--- src/rtl/uart_tx_serializer.sv ---
// 8-bit UART transmitter: start, 8 data bits LSB first, optional even parity, 1-2 stop bits.
// Define UART_TX_PARITY_EN to insert the even-parity bit between the data and stop bits.
module uart_tx_serializer #(
    parameter int CLK_FREQ  = 50000000,
    parameter int BAUD      = 115200,
    parameter int STOP_BITS = 1
) (
    input  logic       i_Clk,
    input  logic       i_Rst,
    input  logic       i_send,
    input  logic [7:0] i_data,
    output logic       o_tx,
    output logic       o_busy,
    output logic       o_done
);

    localparam int CLKS_PER_BIT = CLK_FREQ / BAUD;
    localparam int STOP_CLKS    = STOP_BITS * CLKS_PER_BIT;
    localparam int CNT_W        = $clog2(STOP_CLKS + 1);

    localparam logic [CNT_W-1:0] BIT_LAST  = CNT_W'(CLKS_PER_BIT - 1);
    localparam logic [CNT_W-1:0] STOP_LAST = CNT_W'(STOP_CLKS - 1);

`ifdef UART_TX_PARITY_EN
    typedef enum logic [2:0] {
        IDLE   = 3'd0,
        START  = 3'd1,
        DATA   = 3'd2,
        STOP   = 3'd3,
        PARITY = 3'd4
    } state_t;
`else
    typedef enum logic [2:0] {
        IDLE  = 3'd0,
        START = 3'd1,
        DATA  = 3'd2,
        STOP  = 3'd3
    } state_t;
`endif

    state_t           state;
    logic [CNT_W-1:0] cnt;
    logic [2:0]       idx;
    logic [7:0]       shift;

    always_ff @(posedge i_Clk or negedge i_Rst) begin
        if (!i_Rst) begin
            state  <= IDLE;
            o_tx   <= 1'b1;
            o_busy <= 1'b0;
            o_done <= 1'b0;
            cnt    <= '0;
            idx    <= '0;
            shift  <= '0;
        end else begin
            o_done <= 1'b0;
            case (state)
                IDLE: begin
                    if (i_send) begin
                        shift  <= i_data;
                        cnt    <= '0;
                        idx    <= '0;
                        o_tx   <= 1'b0;
                        o_busy <= 1'b1;
                        state  <= START;
                    end else begin
                        o_tx   <= 1'b1;
                        o_busy <= 1'b0;
                    end
                end
                START: begin
                    if (cnt == BIT_LAST) begin
                        cnt   <= '0;
                        idx   <= '0;
                        o_tx  <= shift[0];
                        state <= DATA;
                    end else begin
                        cnt <= cnt + 1'b1;
                    end
                end
                DATA: begin
                    if (cnt == BIT_LAST) begin
                        cnt <= '0;
                        // idx wraps 7 -> 0 on the way out of DATA
                        idx <= idx + 3'd1;
                        if (idx == 3'd7) begin
`ifdef UART_TX_PARITY_EN
                            o_tx  <= ^shift;
                            state <= PARITY;
`else
                            o_tx  <= 1'b1;
                            state <= STOP;
`endif
                        end else begin
                            o_tx <= shift[idx + 3'd1];
                        end
                    end else begin
                        cnt <= cnt + 1'b1;
                    end
                end
`ifdef UART_TX_PARITY_EN
                PARITY: begin
                    if (cnt == BIT_LAST) begin
                        cnt   <= '0;
                        o_tx  <= 1'b1;
                        state <= STOP;
                    end else begin
                        cnt <= cnt + 1'b1;
                    end
                end
`endif
                STOP: begin
                    if (cnt == STOP_LAST) begin
                        cnt    <= '0;
                        o_done <= 1'b1;
                        // A pending request chains straight into the next start bit
                        if (i_send) begin
                            shift <= i_data;
                            idx   <= '0;
                            o_tx  <= 1'b0;
                            state <= START;
                        end else begin
                            o_tx   <= 1'b1;
                            o_busy <= 1'b0;
                            state  <= IDLE;
                        end
                    end else begin
                        cnt <= cnt + 1'b1;
                    end
                end
                default: begin
                    cnt    <= '0;
                    o_tx   <= 1'b1;
                    o_busy <= 1'b0;
                    state  <= IDLE;
                end
            endcase
        end
    end

endmodule
--- config.mk ---
export PLATFORM = sky130hd
export DESIGN_NAME = uart_tx_serializer
export DESIGN_NICKNAME = d
export VERILOG_FILES = /design/src/rtl/uart_tx_serializer.sv
export SDC_FILE = /design/constraint.sdc
export NUM_CORES = 1
export LEC_CHECK = 0
export BUFFER_PORTS_ARGS = -buffer_cell sky130_fd_sc_hd__buf_2
export CORE_UTILIZATION = 55
export CTS_CLUSTER_SIZE = 30
export DETAILED_ROUTE_END_ITERATION = 8
export PLACE_DENSITY = 0.79
export SYNTH_ARGS = -nofsm -noshare
export SYNTH_HDL_FRONTEND = slang
export SYNTH_SLANG_ARGS = --single-unit
export TNS_END_PERCENT = 1
--- constraint.sdc ---
create_clock -name i_Clk -period 3.3 [get_ports i_Clk]
set_input_delay 0.66 -clock i_Clk [delete_from_list [all_inputs] [get_ports i_Clk]]
set_output_delay 0.66 -clock i_Clk [all_outputs]
set_load 0.05 [all_outputs]
Word level (Yosys, flattened, before mapping) --
Index checks and enable logic that the tools add are counted.
Operators by class: $add $sub $neg 2, magnitude comparators 1, eq/ne operators 11, muxes and demuxes 32, bitwise operators 1, reductions and logical operators 10
Operator list (number):
- $mux 3 | 9
- $pmux 3 s4 | 2
- $mux 9 | 2
- $pmux 9 s2 | 1
- $mux 8 | 2
- $pmux 8 s2 | 1
- $mux 1 | 12
- $ne 2x2->1 const B | 6
- $add 9x1->9 const B | 1
- $eq 9x9->1 const B | 1
- $eq 3x2->1 const B | 2
- $reduce_and 3->1 | 2
- $reduce_and 5->1 | 1
- $lt 3x4->1 const B | 1
- $pmux 1 s4 | 1
- $reduce_and 4->1 | 1
- $reduce_bool 4->1 | 1
- $add 3x1->3 const B | 1
- $bmux 1 s3 | 1
- $eq 3x1->1 const B | 1
- $eq 3x3->1 const B | 1
- $logic_not 3->1 | 1
- $pmux 1 s3 | 1
- $reduce_or 3->1 | 1
- 4 further kinds | 4
Storage, ports and cells: register bits 26, input port bits 11

Depth between registers and ports, before layout --
Gate-level depths: netlist of run 1.
word-level depth 6, depth in mapped cells 7, depth with buffers taken out 6

Worst setup path before layout of run 1 --
Ideal clock, no wire load.
path type register -> register, start point register cnt[6], end point register state[1], setup time 0.125 ns, arrival time 1.713 ns, data required time 3.175 ns, setup slack 1.462 ns, cell stages (with the launch flop) 5, buffers on the path 0, clock period less this slack 1.838 ns, path through dfrtp_1 or4b_4 o32ai_4 and3_1 mux2_2
Between the ends: longest elaborated chain between the ends 3, elaborated cells on any way between the ends 5
Ends and longest elaborated chain:
- from (decl) | RTL line 42 | logic [CNT_W-1:0] cnt;
- from (signal assigned) | RTL line 78 | cnt <= cnt + 1'b1;
- from (signal assigned) | RTL line 98 | cnt <= cnt + 1'b1;
- from (signal assigned) | RTL line 128 | cnt <= cnt + 1'b1;
- $eq 9x9->1 * | RTL line 72, 82, 113
- $ne 2x2->1 (no source line)
- $reduce_and 5->1 (no source line) *
- to (signal assigned) | RTL line 76 | state <= DATA;
- to (signal assigned) | RTL line 92 | state <= STOP;
- to (signal assigned) | RTL line 121 | state <= START;
- to (decl) | RTL line 41 | state_t state;
Every way passes the cells marked *; elsewhere a longest branch is shown, timed or not. A chain may end at the register's enable or synchronous reset.

Worst setup path in the final report of run 1 --
Same ends and word-level chain as after synthesis.

==> results.txt, run 1 <==
The flow ran to the end, and the final reports show no timing, DRC or antenna violations. The slew at the pin with the worst max-slew slack came out at 0.6303 ns. In this run the deepest clock path goes through 2 buffers. The maximum frequency from static timing analysis came out at 0.5154 GHz. The congestion estimate from routability-driven global placement came to 0.8303. The met1 routing resource usage after global routing came out at 0.2983. The number of nets with antenna violations after routing is 0. The netlist uses 36 different library cells.

Clock tree synthesis found a total of 25 sinks. The endpoint of the worst-slack reg-to-reg timing path is state[1]$_DFFE_PN0P_. Dividing the detail-routed via count by the number of cells gives 6.036. The final cell utilization of the core is 0.6487.

In this run the tightest slew margin relative to its limit is 0.5739. The register-to-register setup slack is 1.36 ns. The TritonCTS clock tree is built. CTS built an H-tree with a depth of 1. The startpoint kind of the worst setup timing path is a register. The via count of the first global-routing pass is 1014. The post-cts resize count is 0. The final hold violation count is 0. The netlist area before placement came out at 1354 um2. The number of DRC markers in iteration 0 came out at 27.

The post-route setup TNS came out at 0 ns. The largest net degree at the start of global routing is 26. The die covers 2664 um2. After legalization and detailed placement, the total HPWL measured 1.862 mm. The portion of the clock cycle consumed by the worst path in the final layout came out at 0.5880. The CTS buffer count is 3.

The worst setup path is of the register to register kind. The routed length per instance is 15.36 um. For this design the static power due to leakage is 0.6722 nW. The die is 51.62 um tall. Data on the critical path arrives at its endpoint at 2.17 ns. Of the synthesized area, sequential elements account for 0.4630. The post-detailed-route DRC marker count came out at 0. The post-synthesis area per instance came out at 11.19 um2.

The path category of the worst min-delay check is primary input to asynchronous set/reset pin. The post-CTS setup buffer count is 0. The count of input and output buffers came out at 13. STA classifies the critical path endpoint as a register. The hold buffer count at CTS came out at 0.

The final-report setup violation count came out at 0. The final layout contains 157 nets. The time the final worst path needs with I/O delays and setup is 1.940 ns.

The number of inserted diodes is 0. The overall overflow remaining after global route came out at 0. The clock latency on the worst-skew pair is 0.33 ns. The worst flop-to-flop path startpoint is cnt[6]$_DFFE_PN0N_. Leaving out fill and tap cells, the most frequent cells in the layout are dfrtp_1, buf_2, nand2_1, mux2_2, ha_1.

The placed instance count came out at 161. The total nets after synthesis came out at 140. The floorplan core area is 2276 um2. Clock-pin slew was measured on the worst setup and hold paths at 0.14 ns.

The synthesized flop and latch total came out at 25. The power per cell area came out at 866.2 nW/um2. The die width is 51.62 um.

In this run the count of I/O pins placed on the die edge is 14. The final non-filler cell total is 165. The worst ir drop on vdd is 0.0004543 V. The max-slew violation count came to 0. For this run, global-route usage on met3 was measured as 0.04094. The met2 track demand over resource in global routing came out at 0.3810.

Yosys printed 0 warnings. STA puts the critical path data required time at 3.53 ns. The global routing usage summed across all routing layers came out at 0.2307.

After floorplanning, the core was divided into 17 placement rows. The max-cap violation count came out at 0. From synthesis to final layout, the design area changed by 9.058%.

In this run the worst path has a maximum fanout of 7. The root buffer cell chosen for the clock tree is clkbuf_4. The leading cell type in the layout, fill and taps excluded is dfrtp_1.

The fraction of final layout cells sized beyond drive strength 1 is 0.2409. met2 is the most crowded layer. The initial antenna violation count came out at 0. Setup repair after global routing left no endpoint under its margin. The total wire length came out at 2.535 mm.

The first global-routing pass estimated 4.450 mm of wire. The synthesized netlist cell count came out at 121. The number of vias in the routed layout came out at 996.

The initial utilization of the core area, before any placement, comes to 0.5948. For the worst flop-to-flop path, the logic depth is 4. The first-pass iteration count of the detailed router is 4.

On the final layout, the worst clock skew is 0.009733 ns.
[cells by family (layout without fill, tap and decap cells)]
kind of cell             count (synthesis)  count (layout)  share of synthesized area
XOR/XNOR                                 1               1                   0.006471
AO/OA/AOI/OAI                           32              32                     0.1765
flip-flops                              25              25                     0.4630
buffers and inverters                    6              22                    0.01663
adder cells (fa/ha/maj)                  8               8                    0.07394
multiplexers                            12              12                     0.1063
AND/OR/NAND/NOR                         37              37                     0.1571
[area by class of cell]
cell class              count  area (um2)
fillers                   182       799.5
inverters                   5       18.77
flip-flops and latches     25       626.9
well taps                  28       35.03
multi-input cells          90       704.4
repair buffers             13       65.06
clock buffers               4       26.28
[worst max-delay path by stage]
stage / startpoint / end / slack (ns) / depth (start not counted)
after global placement: cnt[6]$_DFFE_PN0N_ / state[1]$_DFFE_PN0P_ / 1.42 / 4
after floorplan: cnt[6]$_DFFE_PN0N_ / state[1]$_DFFE_PN0P_ / 1.46 / 4
after CTS: cnt[6]$_DFFE_PN0N_ / state[1]$_DFFE_PN0P_ / 1.37 / 4
after detailed placement: cnt[6]$_DFFE_PN0N_ / state[1]$_DFFE_PN0P_ / 1.38 / 4
after global routing: idx[0]$_DFFE_PN0P_ / o_tx$_DFFE_PN1P_ / 1.23 / 6
final: cnt[6]$_DFFE_PN0N_ / state[1]$_DFFE_PN0P_ / 1.36 / 4
[Yosys cell counts]
master	number	area, um2
a211oi_1	1	7.510
a21o_1	2	15.01
a21oi_1	5	25.02
a22o_1	4	35.03
a2bb2oi_1	1	8.760
a31oi_1	2	12.51
a32o_1	2	20.02
and3_1	2	12.51
and4_1	1	8.760
clkbuf_1	1	3.750
dfrtp_1	24	600.6
dfstp_2	1	26.28
ha_1	8	100.1
inv_1	5	18.77
mux2_2	9	101.4
mux2i_1	2	20.02
mux4_2	1	22.52
nand2_1	9	33.78
nand2b_1	5	31.28
nand3_1	3	15.01
nand3b_4	1	20.02
nand4_1	1	6.260
nor2_1	7	26.28
nor2b_1	1	6.260
nor3_1	3	15.01
nor4b_1	2	17.52
o21ai_0	7	35.03
o21ai_2	1	8.760
o21ba_2	1	10.01
o21bai_1	1	7.510
o22ai_1	3	18.77
o31ai_1	1	7.510
o32ai_4	1	27.53
or2_2	1	6.260
or4b_4	1	13.76
xnor2_1	1	8.760
[registers in the layout, indices dropped and copies added (netlist names)]
register  count
state         2
o_tx          1
o_busy        1
cnt           9
shift         8
o_done        1
idx           3
[stage by stage]
| step | hold slack (ns) | total power, mW | setup slack [ns] | cell area, um2 |
|---|---|---|---|---|
| final | 0.2970 | 1.279 | 1.360 | 1476 |
| after CTS | 0.3132 | 1.284 | 1.368 | 1476 |
| after floorplan | 0.3644 | 0.9988 | 1.462 | 1354 |
| after detailed placement | 0.4899 | 1.143 | 1.385 | 1450 |
| after global placement | 0.4863 | 1.104 | 1.417 | 1450 |
| after global routing | 0.3333 | 1.380 | 1.229 | 1476 |
[routing by layer]
metal,part of all wire,wire (um),up-vias
met1,0.48,1220,487
met4,0.013,33,0
met3,0.024,62,5
met5,0,0,-
li1,-,-,483
met2,0.48,1219,21
[worst max-delay path: stages, from the launching register on]
cell and delay [ns]:
dfrtp_1 0.47, or4b_4 0.59, o32ai_4 0.21, and3_1 0.24
mux2_2 0.33
[where the power goes]
group / total (mW) / internal [mW] / switching (mW)
combinational: 0.621 / 0.292 / 0.328
clock: 0.141 / 0.0474 / 0.0934
sequential: 0.517 / 0.421 / 0.0958
Note: power is estimated with default switching activity, not from simulation.
==> run 2, diff against run 1 <==
- CORE_UTILIZATION: 55 -> 51
- PLACE_DENSITY: 0.79 -> 0.77
- clock period: 3.3 -> 1.69 ns (I/O delays scaled with it)
==> results.txt, run 2 (synthesis results as in run 1) <==
The run finished, with violations left. The final reports fail on negative setup slack. The routability congestion estimate was 0.9254 (+11%). The leakage power total is 0.7603 nW (+13%). The post-route setup TNS is -0.4358 ns (-0.4358 ns). The largest fanout on the critical path came out at 2 (-5). The total number of H-tree levels is 1 (unchanged).

The die footprint is 2864 um2 (+7.5%). The fraction of final layout cells sized beyond drive strength 1 was 0.3987 (+0.1578). In this run the worst hold path is classified as primary input to register.

The area growth from synthesis to layout came out at 25.60%. The CTS buffer count came out at 3 (unchanged). The number of inserted diodes came out at 0 (unchanged).

The worst setup margin is -0.09296 ns (-1.453 ns). The final-report setup violation count is 11 (+11). The total wire length was 2.770 mm (+9.3%). The max-cap violation count came to 0 (unchanged).

The critical path data required time was 1.91 ns (-1.62 ns). The final clock skew came out at 0.007114 ns (-0.002619 ns). The vias per cell came out at 5.705 (-5.5%). The portion of the clock cycle consumed by the worst path in the final layout came out at 1.055 (+0.4671). The final hold violation count came out at 0 (unchanged).

The cell type group with the largest total delay on the critical path is simple AND/OR/NAND/NOR gates. The routed length per instance came to 15.14 um (-1.5%). The fill cell instance count of the final layout came to 178 (-2.2%). The number of ports placed on the die boundary is 14 (unchanged).

The overall overflow remaining after global route is 0 (unchanged). The depth of the worst hold-timing path is 2. The biggest cell delay along the critical path came to 0.58 ns (about the same). The maximum frequency from static timing analysis came out at 0.5609 GHz (+8.8%). The arrival time reported for the critical path endpoint came out at 2.00 ns (-0.17 ns).

The via count of the first global-routing pass is 1048 (+3.4%). The end point of the most critical hold path is shift[2]$_DFFE_PN0P_. In this run the critical register-to-register path is captured at state[1]$_DFFE_PN0P_. The worst setup path is of the register to register kind. The number of flip-flops under the largest register name came to 9 (unchanged). The starting density of the core was 0.5415 (-0.05329).

The first-pass GRT wire length is 4.616 mm (+3.7%). The critical path buffer and inverter count is 0 (unchanged). The number of nets with antenna violations after routing is 0 (unchanged). The number of DRC markers in iteration 0 came out at 17 (-37%).

The die width is 53.52 um (+3.7%). The floorplan core area is 2500 um2 (+9.8%). The clock slew seen by the registers of the worst setup and hold paths came to 0.15 ns (about the same). The post-detailed-route DRC marker count came out at 0 (unchanged). The instance area at placement came out at 1559 um2 (+7.5%). The standard-cell row count came out at 18 (+1). The depth of the most critical reg-to-reg path is 4 (unchanged). The largest net degree at the start of global routing is 26 (unchanged).

The TritonCTS clock tree is built. The die extent in y is 53.52 um (+3.7%). The register-to-register setup slack came to -0.09 ns (-1.45 ns). The top cell types in the final layout, fill and taps aside, are dfrtp_1, buf_4, buf_2, nand2_1, mux2_2.

The total chip power was 2.925 mW (+130%). The clock root buffer is clkbuf_4. The maximum number of buffers from clock root to sink came out at 2 (unchanged). The initial antenna violation count came out at 0 (unchanged). The clock latency on the worst-skew pair is 0.32 ns (about the same). The total number of nets in the final design came to 173 (+10%). The total half-perimeter wirelength after legalization and detailed placement is 2.061 mm (+11%).

The first-pass iteration count of the detailed router is 4 (unchanged). The global routing usage summed across all routing layers is 0.2236 (-0.007051). The startpoint kind of the worst setup timing path is a register. The final non-filler cell total came to 183 (+11%). Setup repair after global routing could not meet its margin everywhere. Traced cell by cell, the critical path runs through or4b_4 -> o32ai_4 -> and3_4 -> mux2_4. The startpoint identified for the worst hold timing path is i_data[2]. The slew at the pin with the worst max-slew slack came out at 0.5578 ns (-0.07246 ns). The count of input and output buffers is 13 (unchanged). The worst ir drop on vdd came out at 0.001140 V (+150%).

The leading cell type in the layout, fill and taps excluded is dfrtp_1. The time the final worst path needs with I/O delays and setup is 1.783 ns (-0.1573 ns). The final design instance area without fill came to 1700 um2 (+15%). The max-slew violation count is 0 (unchanged). The worst slew margin relative to its limit came out at 0.6281 (+0.05422). The clock sink count came out at 25 (unchanged). The slowest stage of the critical path is the or4b_4 cell.

The power per cell area is 1720 nW/um2 (+99%). The placed instance count came out at 176 (+9.3%). The number of vias in the routed layout was 1044 (+4.8%). STA classifies the critical path endpoint as a register.

The largest registers in the layout are cnt: 9 flops, shift: 8 flops, idx: 3 flops. In this run the critical register-to-register path is launched from cnt[2]$_DFFE_PN0N_. cnt holds more flip-flops than any other register.
run 2: cell types whose count changed in the layout (fill, tap and decap cells not counted), sizes merged:
cell	previous run	this run
buf	13	28
clkbuf	4	3
clkinvlp	0	1
dlygate4sd3	0	1
run 2: per-layer routing:
metal | global-route usage | vias to the layer above | wire length [um]
met2 | 0.3729 | 15 | 1350
li1 | - | 514 | -
met3 | 0.02586 | 4 | 54
met5 | 0 | - | 0
met4 | 0.09211 | 0 | 30
met1 | 0.2908 | 511 | 1335
run 2: area by class of cell:
class / instances / area, um2 / area share
clock buffers: 3 / 22.52 / 0.01325
clock inverters: 1 / 7.507 / 0.004415
inverters: 5 / 18.77 / 0.01104
multi-input cells: 90 / 795.8 / 0.4680
flip-flops and latches: 25 / 626.9 / 0.3687
well taps: 30 / 37.54 / 0.02208
repair buffers: 29 / 191.4 / 0.1126
run 2: metrics by stage:
stage / hold WS [ns] / util / worst slack, ns
3_5_place_dp: 0.3649 / 0.6236 / -0.1214
3_3_place_gp: 0.3525 / 0.6236 / -0.08506
5_1_grt: 0.2154 / 0.6802 / -0.1300
2_1_floorplan: 0.04241 / - / -0.08480
6_report: 0.2302 / 0.6802 / -0.09296
4_1_cts: 0.2239 / 0.6512 / -0.05362
run 2: how the worst max path moves through the flow:
stage               slack, ns  cells after the start                    to               start
floorplan               -0.08                      4  state[1]$_DFFE_PN0P_  cnt[2]$_DFFE_PN0N_
global placement        -0.09                      6      o_tx$_DFFE_PN1P_  idx[0]$_DFFE_PN0P_
detailed placement      -0.12                      6      o_tx$_DFFE_PN1P_  idx[0]$_DFFE_PN0P_
CTS                     -0.05                      4  shift[1]$_DFFE_PN0P_  cnt[2]$_DFFE_PN0N_
global route            -0.13                      4  state[1]$_DFFE_PN0P_  cnt[2]$_DFFE_PN0N_
finish                  -0.09                      4  state[1]$_DFFE_PN0P_  cnt[2]$_DFFE_PN0N_
run 2: where the power goes:
group	internal (mW)	switching, mW	leakage [nW]
Combinational	0.865	0.791	0.431
Sequential	0.823	0.167	0.315
Clock	0.0904	0.189	0.0139
Total	1.78	1.15	0.760
run 2: repair_timing:
action                     in CTS  in global routing
buffers inserted                0                  2
hold endpoints to repair       14                  0
pin swaps                       2                  4
hold buffers                    1                  0
gates resized for setup         5                 11
setup endpoints to repair      11                 16
==> run 3, diff against run 2 <==
- CORE_MARGIN: unset -> 10
- CORE_UTILIZATION: 51 -> 54
- CTS_BUF_LIST: unset -> sky130_fd_sc_hd__clkbuf_4 sky130_fd_sc_hd__clkbuf_8
- PLACE_DENSITY: 0.77 -> 0.81
- SETUP_SLACK_MARGIN: unset -> 0.05
==> results.txt, run 3 (synthesis results as in run 1) <==
The worst hold path belongs to the class primary input to register. The vias per cell came out at 5.747 (+0.74%). The number of nets with antenna violations after routing came to 0 (unchanged). The largest registers in the layout are cnt: 9 flops, shift: 8 flops, idx: 3 flops. The first-pass iteration count of the detailed router is 4 (unchanged). The worst setup margin is -0.06826 ns (+0.02470 ns).

The global routing usage summed across all routing layers came out at 0.1154 (-0.1083). The max-slew violation count is 0 (unchanged). The portion of the clock cycle consumed by the worst path in the final layout is 1.040 (-0.01462). The die extent in y came out at 70.07 um (+31%). The switching power total is 1.124 mW (-2.0%).

The largest net degree at the start of global routing was 26 (unchanged). The share of total power consumed by net switching is 0.3925 (about the same). The slew at the pin with the worst max-slew slack is 0.5423 ns (-0.01550 ns). STA classifies the critical path endpoint as a register.

The placed instance count is 176 (unchanged). The register with the most flip-flops in the final layout is cnt. Setup repair after global routing could not meet its margin everywhere. The clock sink count was 25 (unchanged). The total number of H-tree levels is 1 (unchanged). The portion of total power attributed to the clock network came out at 0.100 (+0.005).

The final hold violation count is 0 (unchanged). The library cells used most frequently in the layout, excluding fill and tap cells, are dfrtp_1, buf_2, buf_4, nand2_1, mux2_2. The power share of the combinational group came to 0.550 (-0.016). The arrival time reported for the critical path endpoint came out at 1.98 ns (-0.02 ns). The max-cap violation count was 0 (unchanged). The initial antenna violation count is 0 (unchanged). The fill cell instance count of the final layout was 174 (-2.2%). The post-detailed-route DRC marker count came out at 0 (unchanged). The maximum frequency from static timing analysis came out at 0.5687 GHz (+1.4%). The CTS buffer count is 3 (unchanged).

The number of flip-flops under the largest register name is 9 (unchanged). The first-pass GRT wire length was 4.864 mm (+5.4%). The number of ports placed on the die boundary came out at 14 (unchanged). The run finished, with violations left. The instance area at placement came to 1559 um2 (unchanged).

TritonCTS built the clock tree. The total number of nets in the final design is 172 (-0.58%). The final design instance area without fill is 1683 um2 (-1.0%). The worst setup path is launched from a register. The overall overflow remaining after global route is 0 (unchanged). Leaving out fill and tap cells, the most frequent cell in the layout is dfrtp_1. The number of vias in the routed layout is 1046 (+0.19%). The fraction of final layout cells sized beyond drive strength 1 is 0.3816 (-0.01711). The standard-cell row count is 18 (unchanged).

The register-to-register setup slack came to -0.07 ns (+0.02 ns). The largest fanout on the critical path came out at 2 (unchanged). The worst slew margin relative to its limit came out at 0.6384 (+0.01033).

The routability congestion estimate came out at 0.9237 (-0.18%). The final non-filler cell total came out at 182 (-0.55%). The worst hold margin is 0.2295 ns (-0.0007320 ns). The cell internal power dissipation came to 1.740 mW (-2.1%).

The final clock skew came out at 0.009888 ns (+0.002775 ns). The total chip power came out at 2.864 mW (-2.1%). The clock slew seen by the registers of the worst setup and hold paths came out at 0.15 ns (about the same). The number of DRC markers in iteration 0 came out at 41 (+24).

The leakage power total came out at 0.7578 nW (-0.33%). The maximum number of buffers from clock root to sink is 2 (unchanged). The worst ir drop on vdd is 0.001201 V (+5.3%). The post-placement worst setup slack came out at -0.1653 ns (-0.04392 ns). The time the final worst path needs with I/O delays and setup is 1.758 ns (-0.02470 ns). The total half-perimeter wirelength after legalization and detailed placement is 2.123 mm (+3.0%).

The final-report setup violation count is 10 (-1). The power per cell area was 1702 nW/um2 (-1.0%). The fraction of power consumed by sequential logic is 0.350 (+0.012).

The starting density of the core is 0.5566 (+0.01504). The die footprint is 4910 um2 (+71%). The floorplan core area came out at 2432 um2 (-2.7%). The count of input and output buffers came to 13 (unchanged). The routed length per instance came out at 15.19 um (+0.33%).

CTS placed an instance of clkbuf_4 at the clock tree root. The clock latency on the worst-skew pair came out at 0.33 ns (about the same). The critical path data required time is 1.91 ns (about the same).

The checks that failed: negative setup slack. The number of inserted diodes is 0 (unchanged). The area growth from synthesis to layout came out at 24.31%.

The critical path in this run is classified as register to register. The die width is 70.07 um (+31%). The total wire length is 2.764 mm (-0.22%).

The via count of the first global-routing pass came out at 1098 (+4.8%).
==> run 3: critical path, stage by stage, from the launching register on <==
cell	delay [ns]
dfrtp_1	0.41
or4b_4	0.58
o32ai_4	0.14
and3_4	0.23
mux2_4	0.29
==> run 3: area by class of cell <==
class / count / area, um2 / area share
clock buffer: 3 / 22.52 / 0.01338
clock inverter: 1 / 8.758 / 0.005204
inverter: 5 / 18.77 / 0.01115
multi-input combinational: 90 / 783.3 / 0.4654
sequential: 25 / 628.1 / 0.3732
tap: 30 / 37.54 / 0.02230
timing repair buffer: 28 / 183.9 / 0.1093
==> run 3: power groups by stage <==
stage	Clock, mW	Combinational (mW)	Sequential (mW)
global route	0.327	1.72	1.03
floorplan	0	0.965	1.03
CTS	0.301	1.52	0.984
global placement	0	1.38	0.977
detailed placement	0	1.43	0.998
finish	0.287	1.58	1.00
==> run 3: routing by layer <==
metal	vias up	share of wire	track usage
li1	513	-	-
met1	507	0.46	0.1313
met2	24	0.48	0.2024
met3	2	0.059	0.04379
met4	0	0.0029	0.01754
met5	-	0	0
==> run 3: repair_timing <==
action / in CTS / in global routing
gates resized for setup: 7 / 8
setup endpoints to repair: 15 / 20
pin swaps: 4 / 4
endpoints found under the hold margin: 24 / 0
setup buffers: 1 / 0
hold buffers: 1 / 0
==> run 3: through the flow <==
stage / TNS [ns] / utilization
after floorplan: -0.3421 / -
after global placement: -0.1943 / 0.6409
after detailed placement: -0.6463 / 0.6409
after CTS: -0.5927 / 0.6785
after global routing: -1.128 / 0.6919
final: -0.4328 / 0.6919
==> run 3: worst paths after layout <==
path                                        end  cells after the start               start
max                        state[1]$_DFFE_PN0P_                      4  cnt[2]$_DFFE_PN0N_
min                        shift[4]$_DFFE_PN0P_                      2           i_data[4]
max reg2reg                state[1]$_DFFE_PN0P_                      4  cnt[2]$_DFFE_PN0N_
min reg2reg                    o_tx$_DFFE_PN1P_                      2    o_tx$_DFFE_PN1P_
max in group asynchronous    cnt[0]$_DFFE_PN0N_                      2               i_Rst
min in group asynchronous    cnt[6]$_DFFE_PN0N_                      2               i_Rst
